[config.mk]
export PLATFORM = sky130hd
export DESIGN_NAME = crack_ctrl
export DESIGN_NICKNAME = d
export VERILOG_FILES = /design/src/rtl/crack_ctrl.sv
export SDC_FILE = /design/constraint.sdc
export NUM_CORES = 1
export LEC_CHECK = 0
export ABC_AREA = 0
export CAP_MARGIN = 20
export CORE_MARGIN = 1
export CORE_UTILIZATION = 42
export CTS_BUF_LIST = sky130_fd_sc_hd__clkbuf_16
export DETAILED_ROUTE_END_ITERATION = 7
export GPL_ROUTABILITY_DRIVEN = 0
export MAX_ROUTING_LAYER = met4
export PLACE_DENSITY = 0.6
export SETUP_SLACK_MARGIN = 0.2
export SLEW_MARGIN = 20
export SYNTH_ARGS = -nofsm -noshare
export SYNTH_HDL_FRONTEND = slang
export SYNTH_SLANG_ARGS = --single-unit
[constraint.sdc]
create_clock -name clk -period 3.3 [get_ports clk]
set_input_delay 0.495 -clock clk [delete_from_list [all_inputs] [get_ports clk]]
set_output_delay 0.495 -clock clk [all_outputs]
set_load 0.02 [all_outputs]
[src/rtl/crack_ctrl.sv]
// crack_ctrl: key-search scheduler for ARC4 ciphertext cracking.
// Drives one arc4 core with successive candidate keys and scans each
// decrypted message for printable ASCII (0x20..0x7E). It stops on the first
// passing key, when the key range runs out, or when stop is raised.
//
// Ports:
//   clk, rst_n     clock, asynchronous active-low reset
//   en / rdy       start request (sampled only while rdy=1) / idle indicator
//   stop           level, abort the search at the next safe point
//   key            current candidate; holds the found key in DONE
//   key_valid      in DONE: 1 = key found, 0 = exhausted or stopped
//   arc4_en        one-cycle start pulse to arc4
//   arc4_rdy       arc4 ready
//   scan_active    controller owns the plaintext read port
//   pt_addr        plaintext read address
//   pt_rddata      plaintext read data, valid one cycle after pt_addr
module crack_ctrl #(
   parameter logic [23:0] KEY_START = 24'h000000,
   parameter logic [7:0]  KEY_STEP  = 8'd1,
   parameter logic [23:0] KEY_LAST  = 24'hFFFFFF
) (
   input  logic        clk,
   input  logic        rst_n,
   input  logic        en,
   output logic        rdy,
   input  logic        stop,
   output logic [23:0] key,
   output logic        key_valid,
   output logic        arc4_en,
   input  logic        arc4_rdy,
   output logic        scan_active,
   output logic [7:0]  pt_addr,
   input  logic [7:0]  pt_rddata
);

   localparam int unsigned KEY_W  = 24;
   localparam int unsigned SUM_W  = 25;
   localparam int unsigned ADDR_W = 8;
   localparam logic [7:0]  CHAR_LO = 8'h20;
   localparam logic [7:0]  CHAR_HI = 8'h7E;

   typedef enum logic [3:0] {
      S_IDLE,
      S_START,
      S_WAIT_LO,
      S_WAIT_HI,
      S_RD_LEN,
      S_LEN_WAIT,
      S_SCAN,
      S_NEXT,
      S_DONE
   } state_t;

   state_t              r_state, w_state_nxt;
   logic [KEY_W-1:0]    r_key, w_key_nxt;
   logic                r_key_valid, w_key_valid_nxt;
   logic                r_rdy, w_rdy_nxt;
   logic                r_arc4_en, w_arc4_en_nxt;
   logic                r_scan_active, w_scan_active_nxt;
   logic [ADDR_W-1:0]   r_pt_addr, w_pt_addr_nxt;
   logic [ADDR_W-1:0]   r_len, w_len_nxt;
   logic [ADDR_W-1:0]   r_chk_addr, w_chk_addr_nxt;
   logic                r_chk_vld, w_chk_vld_nxt;
   logic                r_stop_pend, w_stop_pend_nxt;

   logic [SUM_W-1:0]    w_key_sum;
   logic                w_exhausted;
   logic                w_byte_ok;
   logic                w_last_byte;

   // Next candidate in 25 bits so a carry out is seen instead of wrapping to 0
   assign w_key_sum   = {1'b0, r_key} + SUM_W'(KEY_STEP);
   assign w_exhausted = w_key_sum[SUM_W-1] || (w_key_sum > {1'b0, KEY_LAST});

   // Printable check on the byte returned for the address issued last cycle
   assign w_byte_ok   = (pt_rddata >= CHAR_LO) && (pt_rddata <= CHAR_HI);
   assign w_last_byte = (r_chk_addr == r_len);

   // State and registered outputs
   always_ff @(posedge clk or negedge rst_n) begin
      if (!rst_n) begin
         r_state       <= S_IDLE;
         r_key         <= KEY_START;
         r_key_valid   <= 1'b0;
         r_rdy         <= 1'b1;
         r_arc4_en     <= 1'b0;
         r_scan_active <= 1'b0;
         r_pt_addr     <= '0;
         r_len         <= '0;
         r_chk_addr    <= '0;
         r_chk_vld     <= 1'b0;
         r_stop_pend   <= 1'b0;
      end else begin
         r_state       <= w_state_nxt;
         r_key         <= w_key_nxt;
         r_key_valid   <= w_key_valid_nxt;
         r_rdy         <= w_rdy_nxt;
         r_arc4_en     <= w_arc4_en_nxt;
         r_scan_active <= w_scan_active_nxt;
         r_pt_addr     <= w_pt_addr_nxt;
         r_len         <= w_len_nxt;
         r_chk_addr    <= w_chk_addr_nxt;
         r_chk_vld     <= w_chk_vld_nxt;
         r_stop_pend   <= w_stop_pend_nxt;
      end
   end

   // Next-state and next-output logic
   always_comb begin
      w_state_nxt     = r_state;
      w_key_nxt       = r_key;
      w_key_valid_nxt = r_key_valid;
      w_pt_addr_nxt   = r_pt_addr;
      w_len_nxt       = r_len;
      w_chk_addr_nxt  = r_chk_addr;
      w_chk_vld_nxt   = 1'b0;
      w_stop_pend_nxt = r_stop_pend;
      w_arc4_en_nxt   = 1'b0;

      unique case (r_state)
         S_IDLE, S_DONE: begin
            if (en) begin
               w_state_nxt     = S_START;
               w_key_nxt       = KEY_START;
               w_key_valid_nxt = 1'b0;
               w_stop_pend_nxt = 1'b0;
            end
         end

         S_START: begin
            if (stop) begin
               w_state_nxt     = S_DONE;
               w_key_valid_nxt = 1'b0;
            end else if (arc4_rdy) begin
               w_state_nxt   = S_WAIT_LO;
               w_arc4_en_nxt = 1'b1;
            end
         end

         // arc4 drops rdy one cycle after en; a stop seen here is held
         // until arc4 has finished the current key
         S_WAIT_LO: begin
            if (stop) begin
               w_stop_pend_nxt = 1'b1;
            end
            if (!arc4_rdy) begin
               w_state_nxt = S_WAIT_HI;
            end
         end

         S_WAIT_HI: begin
            if (arc4_rdy) begin
               w_pt_addr_nxt = '0;
               if (stop || r_stop_pend) begin
                  w_state_nxt     = S_DONE;
                  w_key_valid_nxt = 1'b0;
               end else begin
                  w_state_nxt = S_RD_LEN;
               end
            end
         end

         S_RD_LEN: begin
            if (stop) begin
               w_state_nxt     = S_DONE;
               w_key_valid_nxt = 1'b0;
            end else begin
               w_state_nxt = S_LEN_WAIT;
            end
         end

         // Empty message counts as a find and wins over stop
         S_LEN_WAIT: begin
            w_len_nxt = pt_rddata;
            if (pt_rddata == '0) begin
               w_state_nxt     = S_DONE;
               w_key_valid_nxt = 1'b1;
            end else if (stop) begin
               w_state_nxt     = S_DONE;
               w_key_valid_nxt = 1'b0;
            end else begin
               w_pt_addr_nxt = ADDR_W'(1);
               w_state_nxt   = S_SCAN;
            end
         end

         // Address issue and byte check overlap; address stops at L (no wrap)
         S_SCAN: begin
            w_chk_addr_nxt = r_pt_addr;
            w_chk_vld_nxt  = 1'b1;
            if (r_pt_addr != r_len) begin
               w_pt_addr_nxt = r_pt_addr + ADDR_W'(1);
            end
            if (r_chk_vld && w_byte_ok && w_last_byte) begin
               w_state_nxt     = S_DONE;
               w_key_valid_nxt = 1'b1;
            end else if (stop) begin
               w_state_nxt     = S_DONE;
               w_key_valid_nxt = 1'b0;
            end else if (r_chk_vld && !w_byte_ok) begin
               w_state_nxt = S_NEXT;
            end
         end

         S_NEXT: begin
            if (stop || w_exhausted) begin
               w_state_nxt     = S_DONE;
               w_key_valid_nxt = 1'b0;
            end else begin
               w_key_nxt   = w_key_sum[KEY_W-1:0];
               w_state_nxt = S_START;
            end
         end

         default: begin
            w_state_nxt = S_IDLE;
         end
      endcase

      // Status outputs follow the state being entered
      w_rdy_nxt         = (w_state_nxt == S_IDLE) || (w_state_nxt == S_DONE);
      w_scan_active_nxt = (w_state_nxt == S_RD_LEN) || (w_state_nxt == S_LEN_WAIT) ||
                          (w_state_nxt == S_SCAN);
   end

   assign rdy         = r_rdy;
   assign key         = r_key;
   assign key_valid   = r_key_valid;
   assign arc4_en     = r_arc4_en;
   assign scan_active = r_scan_active;
   assign pt_addr     = r_pt_addr;

endmodule

---- After elaboration in Yosys (flattened, before gate mapping) ----
Index checks and enable logic that the tools add are counted.
Widths: inputs -> output; s select.
operators by class
  reduce and logical (&&, ||, !) cells .... 24
  div/mod/pow operators ................... 0
  bitwise logic cells ..................... 0
  muxes and demuxes ....................... 36
  magnitude comparators ................... 3
  multiply operators ...................... 0
  shift operators ......................... 0
  eq/ne operators ......................... 23
  add/subtract/negate cells ............... 2
operators by type and width
  operator               count
  $mux 4                 13
  $mux 24                2
  $pmux 24 s2            1
  $mux 8                 4
  $pmux 4 s8             1
  $eq 4x3->1 const B     7
  $add 24x1->25 const B  1
  $gt 25x24->1 const B   1
  $pmux 8 s3             1
  $ne 2x2->1 const B     9
  $mux 1                 12
  $reduce_and 5->1       2
  $add 8x1->8 const B    1
  $eq 4x2->1 const B     2
  $eq 4x4->1 const B     2
  $eq 8x8->1             1
  $ge 8x6->1 const B     1
  $le 8x7->1 const B     1
  $logic_not 4->1        2
  $logic_not 8->1        1
  $ne 8x8->1             1
  $logic_or 1x1->1       6
  $pmux 1 s6             1
  $reduce_and 3->1       2
  8 further kinds        13
storage, ports and cells
  output and inout port bits .............. 36
  input port bits ......................... 13
  register bits ........................... 58
  memory bits (writable) .................. 0
  ROM bits ................................ 0
  bits in latches ......................... 0
  memories ................................ 0
  word-level logic and storage cells ...... 99

---- Longest topological paths before layout ----
Gate-level depths: netlist (run 1).
  depth after elaboration ................. 11
  depth in mapped cells ................... 11
  mapped depth without buffers ............ 8

---- Worst setup path after synthesis (run 1) ----
OpenSTA, ideal clock, no wires.
  kind .................................... reg2reg
  start ................................... register r_key[1] (netlist: key[1])
  end ..................................... register r_key[6] (netlist: key[6])
  clock period less this slack ............ 3,180 ps
  library setup time ...................... 124 ps
  data required time ...................... 3,176 ps
  data arrival time ....................... 3,056 ps
  setup slack ............................. 120 ps
  stages on the path, launching flop included .. 12
  path buffers ............................ 3
  path through ............................ dfrtp_1 -> ha_1 -> nand3_1 -> or4_1 -> buf_2 -> or3_1 -> a211oi_2 -> and4_2 -> buf_6 -> buf_6 -> nor4_1 -> a211o_2
on the way
  cells in the longest elaborated chain, start to end .. 6
  elaborated cells between the ends (all ways) .. 8
  classes of those cells .................. add/sub (1); order compare (1); eq/ne (1); mux (2); reduce/logical (3)
RTL lines
  element                     RTL line  RTL
  from (decl)                 55        logic [KEY_W-1:0] r_key, w_key_nxt;
  from (signal assigned)      95        r_key <= w_key_nxt;
  $add 24x1->25 *             72        assign w_key_sum = {1'b0, r_key} + SUM_W'(KEY_STEP);
  $gt 25x24->1                73        assign w_exhausted = w_key_sum[SUM_W-1] || (w_key_sum > {1'b0, KEY_LAST});
  $logic_or 1x1->1            73
  $logic_or 1x1->1            206       if (stop || w_exhausted) begin
  $ne 2x2->1 (no line)        -
  $reduce_and 3->1 (no line)  -
Mark *: on every way between the ends. The rest lies on a longest branch, timed or not. The select of a mux whose other input is x is not followed.
A chain may end at the register's enable or synchronous reset.

---- Final worst setup path (run 1) ----
  start ................................... register r_key[9] (netlist: key[9])
  end ..................................... register r_key[17] (netlist: key[17])
The elaborated chain is that of the path after synthesis.

==> results.cfg, run 1 <==
[run_status]
run_status = complete, no violations

[final_layout]
drive_gt1_frac = 0.169
fill_cells = 773
multi_input_area_sq_um = 2070
n_antenna_cell = 0
syn2layout_area_growth_pct = 25.2
nets = 489
final-seq-area_sq_um = 1460

[synth]
ys_warn_count = 0
synth_simple_gate_area_frac = 0.284
yosys-top-cells-count = dfrtp_1 (57), nand2_1 (54), nand3_1 (29), nor2_1 (27), o21ai_0 (20)
seq_area_frac_synth = 0.393
synth_fa_ha_area_frac = 0.0102
synth_xor_area_frac = 0.0498
synth_edf_count = 0
syn_inst = 424
synthMuxAreaShare = 0.0329
synth_cell_type_count = 61
synth_top_family_by_area = simple AND/OR/NAND/NOR gates
synth_area_leaders = dfrtp_1 (39%), nand2_1 (5.5%), nand3_1 (3.9%), xnor2_1 (3.3%), nor4_1 (2.9%)
syn_area_sq_um = 3690
synth_area_leader_cell = dfrtp_1
yosysMostFrequentCell = dfrtp_1
synth-compound-area-share = 0.179
ys.flop_type = dfrtp_1
syn_nets = 440
synth-seq-cells = 58
synth_top_area_share = 0.386
synthArstFlopShare = 1.00
syn_avg_cell_area_sq_um = 8.71

[place]
pre_cts_ws_ns = 0.243
dp_hpwl_microns = 6980
port_buffers = 48

[grt]
grt_max_degree = 40
grt_pass1_wl_microns = 16300
grt_pass1_vias = 3177
grt_remaining_overflow = 0
track_usage = 0.242
antenna_found_initial = 0

[sta]
setup_slack_ns = 0.324
hold_viol = 0
fin_tns_setup_ns = 0
setup_viol = 0
finalClockSkew_ns = 0.00457
post-route-period-util = 0.902
slew_violations = 0
max-slew-margin-rel = 0.386
rsz0062_at_grt = true
worst_slew_pin_slew_ns = 0.921
finalCriticalPeriod_ns = 2.98
max_freq_mhz = 336

[die]
core_sq_um = 8380
dieArea_sq_um = 9170
rows = 33
io_pins = 49
dieWidth_microns = 95.8
fp.dieH_microns = 95.8
start_util = 0.441

[min_path]
min_path_type = in2async

[route]
drt_iter0_markers = 217
totalWireLength_microns = 9910
viasPerCell = 5.84
vias = 3407
wl_per_cell_microns = 17.0
first_pass_iters = 5
post-route-drc-count = 0
antenna_left = 0

[critical_path]
critical_path_class = reg2reg
worstPathMaxFanout = 12
arrival_ns = 3.18
critPathRequiredTime_ns = 3.50
cp-end-kind = flop
critPathLaunchType = flop

[job]
maxCapViolCount = 0

[clock_tree]
clkTransAtPathRegs_ns = 0.05
cts_root_buffer = clkbuf_16
cts_tree = yes
insertion_delay_ns = 0.32
cts_max_path_buffers = 2
h-tree-depth = 3
cts_sinks = 58
cts_buffers = 9

[power]
power_density_nw_per_um2 = 545
leakagePower_nw = 1.97
peakVddDrop_v = 0.000258
[path summary, 6_finish.rpt]
check                         startpoint            end  slack, ns  cells after the start
min in group clk           r_chk_addr[1]  r_chk_addr[1]       0.50                      2
min                                rst_n         key[7]       0.31                      1
min reg2reg                r_chk_addr[1]  r_chk_addr[1]       0.50                      2
max in group asynchronous          rst_n            rdy       2.11                      2
max reg2reg                       key[9]        key[17]       0.32                      8
max                               key[9]        key[17]       0.32                      8
[worst max-delay path, stage by stage, from the launching register on]
cell	delay, ns
dfrtp_1	0.46
nand4_1	0.26
or4_4	0.59
or3_1	0.38
a211oi_2	0.27
and4_2	0.31
buf_4	0.21
nor3_1	0.07
a221o_2	0.31
[metal layers]
| layer | vias to the layer above | global-route usage | routed length (microns) |
|---|---|---|---|
| met5 | - | - | 0 |
| met4 | 0 | 0.0647 | 94 |
| met3 | 9 | 0.0427 | 500 |
| met2 | 97 | 0.360 | 4410 |
| met1 | 1650 | 0.340 | 4900 |
| li1 | 1651 | - | - |
[repair_timing]
action | CTS | global route
resized for setup | 0 | 8
hold endpoints to repair | 0 | 0
setup buffers | 0 | 1
hold buffers | 0 | 0
endpoints found under the setup margin | 0 | 22
[cells in the final DEF, fill, tap and decap left out, drive strengths merged, types with 2 or more instances in the layout]
cell type and count:
xor2 7, or4 3, o31ai 3, o21ai 20
o41ai 4, nand3 29, nor2b 2, and3 6
or2 6, buf 21, nand4b 2, nand2b 11
o211ai 5, clkbuf 9, and4 5, mux2i 2
a21o 7, mux2 9, a41o 2, a21boi 2
a221o 4, a211o 6, clkinv 4, a211oi 6
nor2 28, a31oi 6, nor3 15, nor4 17
nand2 54, dfrtp 57, xnor2 14, a21oi 15
nand4 10, and2 2, or3 5, clkdlybuf4s50 47
ha 3, inv 13, nor4b 2
[stage by stage]
stage	utilization	hold slack, ns	std cells	area (sq um)	total power (W)
detailed placement	0.514	0.490	566	4310	0.00164
floorplan	-	0.199	424	3690	0.00140
finish	0.552	0.315	583	4620	0.00252
global placement	0.514	0.479	566	4310	0.00163
CTS	0.548	0.344	582	4590	0.00253
global route	0.552	0.386	583	4620	0.00267
[area by class of cell]
class,instances,share of cell area
inverter,11,0.00893
timing repair buffer,68,0.139
multi-input combinational,325,0.448
tap,105,0.0284
clock buffer,9,0.0487
clock inverter,7,0.0116
sequential,58,0.315
[sequential cells by signal, summed over array words and instances, names as in the netlist]
register and count:
arc4_en 1, key 24, key_valid 1, pt_addr 8, r_chk_addr 8, r_chk_vld 1
r_len 8, r_state 4, r_stop_pend 1, rdy 1, scan_active 1
[where the power goes]
group	switching, W	internal (W)
Clock	0.000318	0.000569
Sequential	0.000166	0.000822
Combinational	0.000345	0.000298
[logic make-up (layout without fill, tap and decap cells)]
logic type | after synthesis | after routing
AOI/OAI and AO/OA | 90 | 90
muxes | 11 | 11
buffers and inverters | 41 | 95
and+or+nand+nor | 200 | 200
adders and majority gates | 3 | 3
xor gates and xnor gates | 21 | 21
DFF | 58 | 58
No activity file was read; power rests on OpenSTA's default activity.
==> run 2: changes to the inputs <==
ABC_CLOCK_PERIOD_IN_PS = 3300   (was not set)
RECOVER_POWER = 100   (was not set)
==> run 2 against run 1 <==
Net effect: the flow now finishes with violations (capacitance limit, slew limit); sequential cell count did not move; setup slack worse by 0.018 ns; worst hold slack improved by 0.19 ns; clock skew fell by 0.0011 ns; design area shrank 0.46%; utilization decreased by 0.25 points; count of clock-buffer cells in the layout stayed put; wire length is 0.16% lower; non-clock buffer count stayed put; via count increased by 0.88%; cell count did not move; critical path depth unchanged; critical endpoint unchanged; largest cell class unchanged.
==> results.cfg, run 2 (synthesized netlist as in run 1, its figures left out) <==
[clock_tree]
cts_sinks = 58
ctsHoldBuffers = 0
cts_buffers = 9
h-tree-depth = 3
cts_root_buffer = clkbuf_16
clkTransAtPathRegs_ns = 0.05
cts_tree = yes
insertion_delay_ns = 0.32
cts_max_path_buffers = 2

[power]
combPwrFrac = 0.250
switching_share = 0.330
p_sw_w = 0.000825
pwr-share-clk = 0.356
power_density_nw_per_um2 = 542
peakVddDrop_v = 0.000260
internal_power_w = 0.00167
leakagePower_nw = 2.07
seqPwrFrac = 0.394

[critical_path]
cp-end-kind = flop
arrival_ns = 3.20
cpLargestDelayFamily = simple AND/OR/NAND/NOR gates
critPathRequiredTime_ns = 3.50
critical_path_class = reg2reg
path_cells = nand4_1 > or4_1 > or3_1 > a211oi_2 > and4_2 > buf_4 > nor3_1 > a221o_2
slowest_stage = or4_1
critPathBufInv = 1
critPathLaunchType = flop
max_stage_delay_ns = 0.63
worstPathMaxFanout = 12

[sta]
finalClockSkew_ns = 0.00345
fin_tns_setup_ns = 0
setup_viol = 0
setup_slack_ns = 0.306
max-slew-margin-rel = -0.476
worst_slew_pin_slew_ns = 2.21
rsz0062_at_grt = true
max_freq_mhz = 334
slew_violations = 40
hold_viol = 0
post-route-period-util = 0.907
timing.hold.ws_ns = 0.503
finalCriticalPeriod_ns = 2.99

[place]
port_buffers = 48
dp_hpwl_microns = 6980
dp_cells = 566
pre_cts_ws_ns = 0.243

[final_layout]
drive_gt1_frac = 0.155
fill_cells = 778
nets = 489
layout_common_cells = nand2_1 (54), dfrtp_1 (54), dlygate4sd3_1 (37), nand3_1 (29), nor2_1 (27)
n_antenna_cell = 0
layoutNonFillerInstCount = 583
largest_reg_flops = 24
syn2layout_area_growth_pct = 24.6

[route]
post-route-drc-count = 0
antenna_left = 0
drt_iter0_markers = 207
vias = 3437
totalWireLength_microns = 9900
first_pass_iters = 5
viasPerCell = 5.90
wl_per_cell_microns = 17.0

[die]
dieWidth_microns = 95.8
rows = 33
io_pins = 49
fp.dieH_microns = 95.8
start_util = 0.441
core_sq_um = 8380
dieArea_sq_um = 9170

[grt]
antenna_found_initial = 0
grt_pass1_vias = 3177
track_usage = 0.242
grt_pass1_wl_microns = 16300
grt_remaining_overflow = 0
grt_max_degree = 40

[run_status]
violations = capacitance limit, slew limit
run_status = finished, violations left

[job]
maxCapViolCount = 1

[min_path]
min_path_type = reg2reg
==> run 2: cell types whose count changed in the layout (fill, tap and decap cells not counted) <==
cell,delta
buf_2,-1
buf_4,-3
clkbuf_1,+3
clkbuf_2,+1
clkdlybuf4s50_1,-37
dlygate4sd3_1,+37
nand4_1,+1
nand4_2,-1
or2_0,+2
or2_2,-2
or4_1,+1
or4_4,-1
==> run 2: power groups by stage <==
| stage | clock network, W | logic, W | registers (W) |
|---|---|---|---|
| final | 0.000888 | 0.000624 | 0.000984 |
| after floorplan | 0 | 0.000414 | 0.000983 |
| after CTS | 0.000896 | 0.000647 | 0.000987 |
| after detailed placement | 0 | 0.000643 | 0.00100 |
| after global placement | 0 | 0.000635 | 0.000996 |
| after global routing | 0.000939 | 0.000699 | 0.00101 |
==> run 2: metal layers <==
metal,global-route usage,routed length (microns),up-vias
met5,-,0,-
met4,0.0647,92,0
met3,0.0427,462,9
met2,0.360,4420,94
met1,0.340,4920,1682
li1,-,-,1652
==> run 2: tightest hold or removal path, delay by kind of cell (launching register included) <==
| family | cells | cell delay, ns |
|---|---|---|
| AO/OA/AOI/OAI | 1 | 0.06 |
| flip-flops | 1 | 0.35 |
| AND/OR/NAND/NOR | 1 | 0.05 |
==> run 2: cell type report <==
class,instances,area (sq um),area share
Clock inverter,7,53.8,0.0117
Timing Repair Buffer,68,631,0.137
Sequential cell,58,1460,0.316
Clock buffer,9,225,0.0489
Inverter,11,41.3,0.00897
Tap cell,105,131,0.0285
Multi-Input combinational cell,325,2060,0.448
==> run 2: worst paths after layout <==
kind	startpoint	to	slack, ns	cells past startpoint
max	key[9]	key[17]	0.31	8
min	r_chk_addr[1]	r_chk_addr[1]	0.50	2
max reg2reg	key[9]	key[17]	0.31	8
min reg2reg	r_chk_addr[1]	r_chk_addr[1]	0.50	2
max in group asynchronous	rst_n	rdy	0.97	2
min in group asynchronous	rst_n	key[7]	0.83	1
==> run 2: what timing repair did <==
item	CTS	global route
buffers inserted	0	1
gates resized for setup	0	8
setup endpoints to repair	0	22
==> run 2: metrics by stage <==
stage               total power, W   util  area (sq um)
floorplan                  0.00140      -          3690
global placement           0.00163  0.514          4310
detailed placement         0.00164  0.514          4310
CTS                        0.00253  0.548          4590
global route               0.00265  0.549          4600
finish                     0.00250  0.549          4600
==> run 3: changes to the inputs <==
CAP_MARGIN = not set   (was 20)
==> results of run 3 <==
Final layout, timing and power as in run 2 (identical DEF).
==> RTL change, RTL diff (config.mk and constraints of run 3) <==
Change the localparam `SUM_W` from 25 to 50.
--- a/src/rtl/crack_ctrl.sv
+++ b/src/rtl/crack_ctrl.sv
@@ -36,3 +36,3 @@
    localparam int unsigned KEY_W  = 24;
-   localparam int unsigned SUM_W  = 25;
+   localparam int unsigned SUM_W  = 50;
    localparam int unsigned ADDR_W = 8;
Formal check against the unedited RTL: equivalent (Yosys induction, for registers that start in step).
==> RTL change against run 3 <==
  * Wire length rose by 3.9%
  * Setup slack improved by 0.0021 ns
  * Cell area down 2.0%
  * Power is 7.3% lower
  * Count of clock-buffer cells in the layout stayed put
  * The run now ends clean
  * Sequential cell count unchanged
  * Utilization down 0.31 points
  * Area after synthesis fell by 2.2%
  * Critical endpoint is now key[8]
  * Maximum frequency about the same
==> RTL change: results (changes against run 3) <==
place:
  hpwl_mm: 7.06  # +1.2%
  numPortBuffers: 48  # unchanged
  dpl-instance-area_um2: 4270  # -1.0%
  dp_cells: 580  # +2.5%
synthesis:
  synth_area_per_cell_um2: 8.42  # -3.3%
  ys_types: 63  # +3.3%
  synthTopCellsByArea: "dfrtp_1, nand2_1, a31oi_1"
  synth_nets: 445  # +1.1%
  synth_commonest_cells: "nand2_1, dfrtp_1, nor2_1, inv_1, nand3_1"
  ys.warnings.count: 0  # unchanged
  ys_seq_area_share_pct: 40.2  # +0.89 points
clocking:
  clkTransAtPathRegs_ns: 0.05  # about the same
  cts.path.max_buffers: 2  # unchanged
  cts_root_buf: "clkbuf_16"
  insertion_delay_ns: 0.32  # about the same
  htree_levels: 3  # unchanged
timing:
  maxSlewHeadroom_pct: 43.1  # +91 points
  fin_worst_skew_ns: 0.00709  # +0.00364 ns
critical_path:
  r2r_end: "key[8]"
  reg2reg_slack_ns: 0.31
  cp_max_fo: 10  # -2
  crit-reg2reg-launch: "key[3]"
  startpoint: "key[3]"
  cp.arrival_ns: 3.19  # about the same
  r2r_cells: 8  # unchanged
power_and_ir_drop:
  leakagePower_nw: 1.91  # -7.5%
  p_int_mw: 1.55  # -7.5%
  peakVddDrop_mv: 0.247  # -5.0%
finish:
  layout.cells.non_filler: 596  # +2.2%
  nets: 503  # +2.9%
  largest_reg_flops: 24  # unchanged
  diodes: 0  # unchanged
  drive_gt1_share_pct: 9.98  # -5.5 points
global_routing:
  grt_pass1_vias: 3212  # +1.1%
  grt_pass1_wl_mm: 16.9  # +3.9%
  track_usage_pct: 25.2  # +1.0 points
  grt_max_degree: 48  # +20%
  antenna_found_initial: 0  # unchanged
detailed_routing:
  drt-initial-drc-count: 236  # +14%
  viasPerCell: 5.92  # +0.49%
  wl_per_cell_um: 17.3  # +1.7%
hold_path:
  hold_path_class: "input pin to async pin"
outcome:
  outcome: "completed"
RTL change: stage by stage:
stage | hold slack, ns | power [mW] | setup slack, ns
after floorplan | 0.199 | 1.30 | 0.455
after global placement | 0.480 | 1.53 | 0.335
after detailed placement | 0.488 | 1.54 | 0.264
after CTS | 0.217 | 2.35 | 0.225
after global routing | 0.244 | 2.45 | 0.123
final | 0.179 | 2.31 | 0.308
RTL change: final cells by class:
class / count / area (µm²)
fillers: 791 / 3750
multi-input cells: 328 / 1970
flip-flops and latches: 58 / 1460
repair buffers: 68 / 614
clock buffers: 9 / 225
well taps: 105 / 131
inverters: 22 / 82.6
clock inverters: 6 / 27.5
RTL change: logic make-up after synthesis:
family                   after synthesis  share of synthesized area [%]
flip-flops                            58                           40.2
XOR/XNOR                              16                           3.88
buffers and inverters                 43                           4.95
adder cells (fa/ha/maj)                3                           1.04
AND/OR/NAND/NOR                      203                           29.8
AO/OA/AOI/OAI                        105                           19.8
multiplexers                           1                          0.277
RTL change: power groups by stage:
stage	Sequential, mW	Clock (mW)	Combinational (mW)
floorplan	0.963	0	0.338
global placement	0.978	0	0.557
detailed placement	0.980	0	0.559
CTS	0.969	0.819	0.561
global route	0.994	0.849	0.602
finish	0.973	0.801	0.541
RTL change: what timing repair did:
action                     CTS  global route
setup endpoints to repair    0            25
gates resized for setup      0             9
buffers inserted             0             1
RTL change: worst max-delay path, cell delays in order, from the launching register on:
cell	delay, ns
dfrtp_1	0.50
and4_1	0.40
and4_1	0.25
o22ai_1	0.10
or4_1	0.51
or4_1	0.57
clkbuf_2	0.24
a41oi_1	0.23
a31oi_1	0.06
RTL change: metal layers:
layer  GRT usage (%)  vias up  part of all wire (%)
met5               -        -                     0
met4            5.05        0                  0.55
met3            4.67        5                   5.0
met2            35.1      105                    45
met1            37.7     1738                    50
li1                -     1683                     -
